### src/rtl/writeback_pkg.sv
// Shared encodings for the writeback commit stage.
// Optional feature macro used by the top level: WB_RETIRE_CNT_EN.
package writeback_pkg;

  typedef enum logic [1:0] {
    KIND_NONE = 2'd0,
    KIND_REG  = 2'd1,
    KIND_MEM  = 2'd2
  } dst_kind_e;

  typedef enum logic [1:0] {
    WIDTH_BYTE  = 2'd0,
    WIDTH_WORD  = 2'd1,
    WIDTH_DWORD = 2'd2
  } width_e;

  typedef enum logic [2:0] {
    ST_IDLE   = 3'd0,
    ST_WR0    = 3'd1,
    ST_WR1    = 3'd2,
    ST_COMMIT = 3'd3,
    ST_FAULT  = 3'd4
  } state_e;

  // Bit 1 of EFLAGS is architecturally reserved and always reads one.
  localparam logic [31:0] RESET_EFLAGS_DEFAULT = 32'h0000_0002;

  // Everything captured from execute at the accept edge.
  typedef struct packed {
    logic [31:0] opnd0;
    logic [31:0] opnd1;
    logic [31:0] eflags;
    logic [31:0] next_eip;
    logic [1:0]  dst0_kind;
    logic [1:0]  dst1_kind;
    logic [2:0]  dst0_reg;
    logic [2:0]  dst1_reg;
    logic [31:0] dst0_addr;
    logic [31:0] dst1_addr;
    logic [1:0]  width;
  } txn_t;

  // Reserved kind 3 behaves as NONE, so only REG and MEM count as work.
  function automatic logic kind_active(input logic [1:0] kind);
    return (kind == KIND_REG) || (kind == KIND_MEM);
  endfunction

  // Reserved width 3 behaves as a dword access.
  function automatic logic [1:0] norm_width(input logic [1:0] width);
    return (width == 2'd3) ? 2'd2 : width;
  endfunction

  // A memory access may not straddle a dword boundary.
  function automatic logic misaligned(input logic [1:0] kind,
                                      input logic [1:0] width,
                                      input logic [1:0] offset);
    logic bad;
    bad = 1'b0;
    if (kind == KIND_MEM) begin
      case (width)
        WIDTH_WORD:  bad = (offset == 2'd3);
        WIDTH_DWORD: bad = (offset != 2'd0);
        default:     bad = 1'b0;
      endcase
    end
    return bad;
  endfunction

endpackage

### src/rtl/writeback_lane_align.sv
// Places an operand into its byte lanes and produces the matching byte mask.
module writeback_lane_align
  import writeback_pkg::*;
(
  input  logic [1:0]  width,
  input  logic [1:0]  offset,
  input  logic [31:0] data_in,
  output logic [3:0]  mask,
  output logic [31:0] data_out
);

  logic [3:0]  base_mask;
  logic [31:0] trimmed;

  // Trim the operand to its access size, then slide it up to the target lane.
  always_comb begin
    base_mask = 4'b1111;
    trimmed   = data_in;
    case (width)
      WIDTH_BYTE: begin
        base_mask = 4'b0001;
        trimmed   = {24'b0, data_in[7:0]};
      end
      WIDTH_WORD: begin
        base_mask = 4'b0011;
        trimmed   = {16'b0, data_in[15:0]};
      end
      default: begin
        base_mask = 4'b1111;
        trimmed   = data_in;
      end
    endcase
    mask     = base_mask << offset;
    data_out = trimmed << {offset, 3'b000};
  end

endmodule

### src/rtl/writeback.sv
// Writeback/commit stage: writes up to two destinations in order, then
// updates the architectural EFLAGS and EIP.
// Optional retired-instruction counter enabled by macro WB_RETIRE_CNT_EN.
module writeback
  import writeback_pkg::*;
#(
  parameter logic [31:0] RESET_EIP    = 32'h0000_0000,
  parameter logic [31:0] RESET_EFLAGS = RESET_EFLAGS_DEFAULT
) (
  input  logic        clk,
  input  logic        rst_n,
  input  logic        in_valid,
  output logic        in_ready,
  input  logic [31:0] in_opnd0_w,
  input  logic [31:0] in_opnd1_w,
  input  logic [31:0] in_eflags,
  input  logic [31:0] in_next_eip,
  input  logic [1:0]  in_dst0_kind,
  input  logic [1:0]  in_dst1_kind,
  input  logic [2:0]  in_dst0_reg,
  input  logic [2:0]  in_dst1_reg,
  input  logic [31:0] in_dst0_addr,
  input  logic [31:0] in_dst1_addr,
  input  logic [1:0]  in_width,
  output logic        rf_we,
  output logic [2:0]  rf_idx,
  output logic [31:0] rf_wdata,
  output logic [3:0]  rf_wmask,
  output logic        mem_req,
  output logic [31:0] mem_addr,
  output logic [31:0] mem_wdata,
  output logic [3:0]  mem_wmask,
  input  logic        mem_ack,
  input  logic        mem_err,
  output logic [31:0] eflags,
  output logic [31:0] eip,
  output logic        retire,
  output logic        fault
`ifdef WB_RETIRE_CNT_EN
  ,
  output logic [31:0] retired_cnt
`endif
);

  state_e      state_q, state_d;
  txn_t        txn_q, txn_d;
  logic [31:0] eflags_q, eflags_d;
  logic [31:0] eip_q, eip_d;

  logic        in_wr_state;
  logic        sel_dst1;
  logic [1:0]  cur_kind;
  logic [2:0]  cur_reg;
  logic [31:0] cur_addr;
  logic [31:0] cur_data;
  logic        cur_is_reg;
  logic        cur_is_mem;
  logic        hi_byte;
  state_e      after_dst0;

  logic [1:0]  in_width_n;
  logic        dst0_bad;
  logic        dst1_bad;

  logic [3:0]  gpr_mask;
  logic [31:0] gpr_data;
  logic [3:0]  mem_mask_al;
  logic [31:0] mem_data_al;

  // Select which latched destination the current write state is working on.
  always_comb begin
    in_wr_state = (state_q == ST_WR0) || (state_q == ST_WR1);
    sel_dst1    = (state_q == ST_WR1);
    cur_kind    = sel_dst1 ? txn_q.dst1_kind : txn_q.dst0_kind;
    cur_reg     = sel_dst1 ? txn_q.dst1_reg  : txn_q.dst0_reg;
    cur_addr    = sel_dst1 ? txn_q.dst1_addr : txn_q.dst0_addr;
    cur_data    = sel_dst1 ? txn_q.opnd1     : txn_q.opnd0;
    cur_is_reg  = in_wr_state && (cur_kind == KIND_REG);
    cur_is_mem  = in_wr_state && (cur_kind == KIND_MEM);
    hi_byte     = (txn_q.width == WIDTH_BYTE) && cur_reg[2];
    after_dst0  = kind_active(txn_q.dst1_kind) ? ST_WR1 : ST_COMMIT;
  end

  writeback_lane_align u_gpr_align (
    .width    (txn_q.width),
    .offset   ({1'b0, hi_byte}),
    .data_in  (cur_data),
    .mask     (gpr_mask),
    .data_out (gpr_data)
  );

  writeback_lane_align u_mem_align (
    .width    (txn_q.width),
    .offset   (cur_addr[1:0]),
    .data_in  (cur_data),
    .mask     (mem_mask_al),
    .data_out (mem_data_al)
  );

  // Drive the write ports only while a write is in progress; zero otherwise.
  always_comb begin
    in_ready  = (state_q == ST_IDLE);
    retire    = (state_q == ST_COMMIT);
    fault     = (state_q == ST_FAULT);
    eflags    = eflags_q;
    eip       = eip_q;
    rf_we     = cur_is_reg;
    rf_idx    = 3'd0;
    rf_wdata  = 32'd0;
    rf_wmask  = 4'd0;
    mem_req   = cur_is_mem;
    mem_addr  = 32'd0;
    mem_wdata = 32'd0;
    mem_wmask = 4'd0;
    if (cur_is_reg) begin
      rf_idx   = hi_byte ? {1'b0, cur_reg[1:0]} : cur_reg;
      rf_wdata = gpr_data;
      rf_wmask = gpr_mask;
    end
    if (cur_is_mem) begin
      mem_addr  = {cur_addr[31:2], 2'b00};
      mem_wdata = mem_data_al;
      mem_wmask = mem_mask_al;
    end
  end

  // Sequencing: accept, write dst0, write dst1, commit; faults are absorbing.
  always_comb begin
    state_d    = state_q;
    txn_d      = txn_q;
    eflags_d   = eflags_q;
    eip_d      = eip_q;
    in_width_n = norm_width(in_width);
    dst0_bad   = misaligned(in_dst0_kind, in_width_n, in_dst0_addr[1:0]);
    dst1_bad   = misaligned(in_dst1_kind, in_width_n, in_dst1_addr[1:0]);
    case (state_q)
      ST_IDLE: begin
        if (in_valid) begin
          txn_d.opnd0     = in_opnd0_w;
          txn_d.opnd1     = in_opnd1_w;
          txn_d.eflags    = in_eflags;
          txn_d.next_eip  = in_next_eip;
          txn_d.dst0_kind = in_dst0_kind;
          txn_d.dst1_kind = in_dst1_kind;
          txn_d.dst0_reg  = in_dst0_reg;
          txn_d.dst1_reg  = in_dst1_reg;
          txn_d.dst0_addr = in_dst0_addr;
          txn_d.dst1_addr = in_dst1_addr;
          txn_d.width     = in_width_n;
          if (dst0_bad || dst1_bad) begin
            state_d = ST_FAULT;
          end else if (kind_active(in_dst0_kind)) begin
            state_d = ST_WR0;
          end else if (kind_active(in_dst1_kind)) begin
            state_d = ST_WR1;
          end else begin
            state_d = ST_COMMIT;
          end
        end
      end
      ST_WR0: begin
        if (cur_is_reg) begin
          state_d = after_dst0;
        end else if (mem_ack) begin
          state_d = mem_err ? ST_FAULT : after_dst0;
        end
      end
      ST_WR1: begin
        if (cur_is_reg) begin
          state_d = ST_COMMIT;
        end else if (mem_ack) begin
          state_d = mem_err ? ST_FAULT : ST_COMMIT;
        end
      end
      ST_COMMIT: begin
        eflags_d = txn_q.eflags;
        eip_d    = txn_q.next_eip;
        state_d  = ST_IDLE;
      end
      ST_FAULT: begin
        state_d = ST_FAULT;
      end
      default: begin
        state_d = ST_IDLE;
      end
    endcase
  end

  // State, latched instruction and architectural registers.
  always_ff @(posedge clk or negedge rst_n) begin
    if (!rst_n) begin
      state_q  <= ST_IDLE;
      txn_q    <= '0;
      eflags_q <= RESET_EFLAGS;
      eip_q    <= RESET_EIP;
    end else begin
      state_q  <= state_d;
      txn_q    <= txn_d;
      eflags_q <= eflags_d;
      eip_q    <= eip_d;
    end
  end

`ifdef WB_RETIRE_CNT_EN
  logic [31:0] retired_cnt_q, retired_cnt_d;

  // Count commits; wraps naturally and cannot move once faulted.
  always_comb begin
    retired_cnt_d = retired_cnt_q;
    if (state_q == ST_COMMIT) begin
      retired_cnt_d = retired_cnt_q + 32'd1;
    end
  end

  // Retired-instruction counter register.
  always_ff @(posedge clk or negedge rst_n) begin
    if (!rst_n) begin
      retired_cnt_q <= 32'd0;
    end else begin
      retired_cnt_q <= retired_cnt_d;
    end
  end

  assign retired_cnt = retired_cnt_q;
`endif

endmodule
### config.mk
export PLATFORM = sky130hd
export DESIGN_NAME = writeback
export DESIGN_NICKNAME = d
export VERILOG_FILES = /design/src/rtl/writeback_pkg.sv /design/src/rtl/writeback_lane_align.sv /design/src/rtl/writeback.sv
export SDC_FILE = /design/constraint.sdc
export NUM_CORES = 1
export LEC_CHECK = 0
export BUFFER_PORTS_ARGS = -buffer_cell sky130_fd_sc_hd__buf_2
export CAP_MARGIN = 20
export CORE_ASPECT_RATIO = 0.7
export CORE_MARGIN = 5
export CORE_UTILIZATION = 47
export DETAILED_ROUTE_END_ITERATION = 7
export GPL_TIMING_DRIVEN = 0
export PLACE_DENSITY = 0.74
export SKIP_LAST_GASP = 1
export SYNTH_ARGS = -nofsm -noshare
export SYNTH_HDL_FRONTEND = slang
export SYNTH_SLANG_ARGS = --single-unit
### constraint.sdc
create_clock -name clk -period 1.8 [get_ports clk]
set_input_delay 0 -clock clk [delete_from_list [all_inputs] [get_ports clk]]
set_output_delay 0 -clock clk [all_outputs]
set_load 0.01 [all_outputs]
==> summary.md <==
Net switching is 40.4% of the power. The run gives 0 as the sum of overflow across all layers after global routing. Measured against its own limit, the worst slew margin works out to 41.6%.

Global routing used 34.5% of the available tracks across all layers. The checks that failed: negative setup slack. For the layout net count, the log shows 2006.

The library cell used most frequently in the layout, excluding fill and tap cells, is sky130_fd_sc_hd__buf_2. In this run the cell area measured after placement is 0.0151 mm2. The total number of vias came out at 13100. The total number of H-tree levels is 1, and the post-layout minimum cycle time is 2910 ps.

The detail route stage leaves a number of antenna-violating nets equal to 0. Detailed placement ended at an HPWL of 31.0 mm. The worst register-to-register path has a setup slack of -490 ps. The peak clock frequency supported by timing was 344 MHz. The number of CTS-inserted buffers was 27.

Summing the sequential cell areas from Yosys gives 53.8% of the chip area. Of all flip-flops after synthesis, the portion carrying an async set or reset was 100%. Counting flops with a built-in enable in the synthesized netlist gives 0.

The cell-internal power was 25.2 mW. Worst path arrival time: 2910 ps. Synthesis instantiated 48 different standard cells from the library. The power density over cell area works out to 1880 mW/mm2.

The tools report the initial antenna violation count as 4. The tightest hold path in the finished design has a slack of 198 ps. After floorplanning, the core was divided into 50 placement rows. Largest clock skew in the final design: 16.7 ps. The required arrival time at the worst endpoint was 1800 ps; the transition time of the tightest slew-check pin was 874 ps.

Of the cells placed in the final design, the portion with a size suffix greater than 1 is 59.5%. Die boundary width: 206 um. In the routed design, unresolved DRC markers number 0. The combined area of all synthesized cells came out at 0.0126 mm2. The final critical-path setup slack was -1110 ps. The tools report the type of element launching the critical path as a flip-flop. The worst ir drop on vdd came out at 1.20 mV. The run gives 0.931 as the final weighted congestion in routability-driven placement.

The maximum number of pins on one net before global-route repair is 115, and the part of the total power dissipated in the clock network is 14.7%. The run gives 47.4% as the initial core utilization. After clock tree synthesis, the clock-pin slew on the worst setup and hold paths is 70 ps. For the clock net sink count, the log shows 271. The library cells used most frequently in the layout, excluding fill and tap cells, are 337 x sky130_fd_sc_hd__buf_2, 267 x sky130_fd_sc_hd__dfrtp_1, 210 x sky130_fd_sc_hd__dlygate4sd3_1, 152 x sky130_fd_sc_hd__mux2_2. The logs give 42.2 mW for the post-route total power and 570 ps for the insertion delay of the later-clocked pin in the worst-skew pair. Setup repair after global routing could not meet its margin everywhere.

Mean instance size in the synthesized netlist: 12.0 um2. Aggregate routed wire length: 61.2 mm. In the routed layout, each cell is associated on average with a via count of 5.98.

The net switching component of the power came out at 17.1 mW. No sink is reached through more buffers than the 3 on the longest clock path. In this run the worst path has a maximum fanout of 11.

The flow ran to the end, but the final reports show violations. For the die footprint, the log shows 0.0303 mm2. Max-cap violations in this run came to 0. In the final layout, the multi-input gates occupy 0.00699 mm2. TritonCTS built the clock tree. The number of endpoints failing setup at the final stage was 380.

Number of search-and-repair iterations in the first detailed-routing pass: 6. Primary flip-flop cell chosen by synthesis mapping: sky130_fd_sc_hd__dfrtp_1. The top-level port count is 385, and the number of warnings reported in the yosys synthesis log is 0. The wire length of the first global-routing pass was 80.2 mm.

The run gives 84.5% as the final core utilization. For the number of failing hold endpoints at the final stage, the log shows 0. The kind of path behind the tightest hold check was input port to flip-flop. The routed length per instance works out to 28.0 um. In this run, the number of DRC markers left after iteration 0 of detailed routing was 1170.

Registers are responsible for 28.4% of the overall power. Count of input and output buffers: 382. The endpoint kind of the worst setup timing path was an output pin. The number of instances in the synthesized netlist was 1050. The die is 147 um tall. Registers take 0.00679 mm2. After synthesis the netlist holds a flip-flop and latch count of 271. Compared with the post-synthesis result, the final layout area differs by 78.3%. The worst setup slack after placement was -603 ps. Category of the critical setup timing path: flip-flop to output pin. The tools report the final count of pins violating max slew as 0. After layout, the worst path uses 162% of the clock period.

The cell leakage power is 10.2 nW. Clock tree synthesis selected as its root buffer the cell sky130_fd_sc_hd__clkbuf_16. The run gives 1178 as the number of inserted filler cells in the final layout. The number of global-route vias before repair is 13200, and the area of the core is 0.0266 mm2.

The tools report the final instance area as 0.0225 mm2. The combinational group share of total power was 56.9%.
[what timing repair did]
item,4_1_cts,5_1_grt
endpoints found under the hold margin,477,0
gates cloned,30,9
hold buffers,210,0
pin swaps,26,27
resized for setup,384,282
buffers inserted,60,45
setup endpoints to repair,362,389
[kinds of logic (layout without fill, tap and decap cells)]
family	count (synthesis)	after routing	synth area share (%)
flops	271	271	53.8
buf+inv	92	855	3.97
simple gates	258	260	9.46
other cells	1	6	0.0297
fa+ha+maj	3	3	0.278
xor+xnor	1	1	0.0695
compound gates	136	136	6.58
mux	288	288	25.8
[power by group through the flow]
stage / logic (mW) / registers, mW / clock network (mW)
2_1_floorplan: 8.53 / 11.0 / 0
3_3_place_gp: 12.7 / 11.1 / 0
3_5_place_dp: 13.0 / 11.3 / 0
4_1_cts: 19.6 / 11.3 / 6.11
5_1_grt: 24.7 / 12.2 / 6.50
6_report: 24.0 / 12.0 / 6.21
[stage by stage]
step	setup TNS, ps	std cells
floorplan	-2770	1051
global placement	-1234640	1797
detailed placement	-99140	1799
CTS	-153430	2148
global route	-190480	2183
finish	-176940	2184
[Yosys cell counts (3+ instances only)]
master | count | area, um2
sky130_fd_sc_hd__a2111oi_1 | 6 | 60.1
sky130_fd_sc_hd__a211oi_1 | 3 | 22.5
sky130_fd_sc_hd__a21oi_1 | 70 | 350
sky130_fd_sc_hd__a221oi_1 | 8 | 70.1
sky130_fd_sc_hd__a31oi_1 | 18 | 113
sky130_fd_sc_hd__and3_1 | 8 | 50.1
sky130_fd_sc_hd__buf_2 | 30 | 150
sky130_fd_sc_hd__buf_4 | 19 | 143
sky130_fd_sc_hd__buf_6 | 6 | 67.6
sky130_fd_sc_hd__clkbuf_1 | 22 | 82.6
sky130_fd_sc_hd__dfrtp_1 | 270 | 6760
sky130_fd_sc_hd__inv_1 | 12 | 45.0
sky130_fd_sc_hd__mux2_2 | 270 | 3040
sky130_fd_sc_hd__mux2_4 | 6 | 90.1
sky130_fd_sc_hd__mux2i_1 | 11 | 110
sky130_fd_sc_hd__nand2_1 | 128 | 480
sky130_fd_sc_hd__nand2b_1 | 4 | 25.0
sky130_fd_sc_hd__nand3_1 | 11 | 55.1
sky130_fd_sc_hd__nor2_1 | 52 | 195
sky130_fd_sc_hd__nor2b_1 | 10 | 62.6
sky130_fd_sc_hd__nor3_1 | 11 | 55.1
sky130_fd_sc_hd__nor3b_1 | 25 | 188
sky130_fd_sc_hd__o21ai_0 | 12 | 60.1
sky130_fd_sc_hd__o21ai_1 | 3 | 15.0
sky130_fd_sc_hd__o22a_1 | 8 | 70.1
[routing by layer]
layer / up-vias / part of all wire, % / global-route usage, %
li1: 5198 / - / -
met1: 6444 / 36 / 42.8
met2: 1067 / 46 / 54.6
met3: 342 / 11 / 11.3
met4: 2 / 7.0 / 16.7
met5: - / 0.074 / 0
[final cells by class]
class	instances	share of cell area, %
Inverter	14	0.317
Clock buffer	31	3.21
Tap cell	364	2.03
Clock inverter	19	1.01
Sequential cell	271	30.2
Multi-Input combinational cell	690	31.1
Timing Repair inverter	1	0.0390
Timing Repair Buffer	724	28.1
Antenna cell	4	0.0445
Buffer	66	3.95
[critical path, stage by stage (launching register included)]
cell and delay, ps:
sky130_fd_sc_hd__dfrtp_1 380, sky130_fd_sc_hd__buf_2 430, sky130_fd_sc_hd__nor2_1 150, sky130_fd_sc_hd__clkbuf_2 350, sky130_fd_sc_hd__a21oi_1 510, sky130_fd_sc_hd__nor2_1 160
sky130_fd_sc_hd__nor2_1 180, sky130_fd_sc_hd__buf_2 180
[final timing paths]
kind | from | endpoint | cells after the start
min in group asynchronous | rst_n | txn_q[154]$_DFFE_PN0P_ | 3
max in group asynchronous | rst_n | eflags[24]$_DFFE_PN0P_ | 4
hold reg to reg | txn_q[133]$_DFFE_PN0P_ | eflags[25]$_DFFE_PN0P_ | 1
hold / removal | in_eflags[16] | txn_q[124]$_DFFE_PN0P_ | 3
setup reg to reg | state_q[0]$_DFFE_PN0P_ | txn_q[202]$_DFFE_PN0P_ | 10
setup / recovery | txn_q[1]$_DFFE_PN0P_ | rf_wdata[9] | 7
[flip-flops by register name, summed over array words and instances, names as in the netlist]
register / count
state_q: 3
eip: 32
txn_q: 204
eflags: 32
No activity file was read; power rests on OpenSTA's default activity.
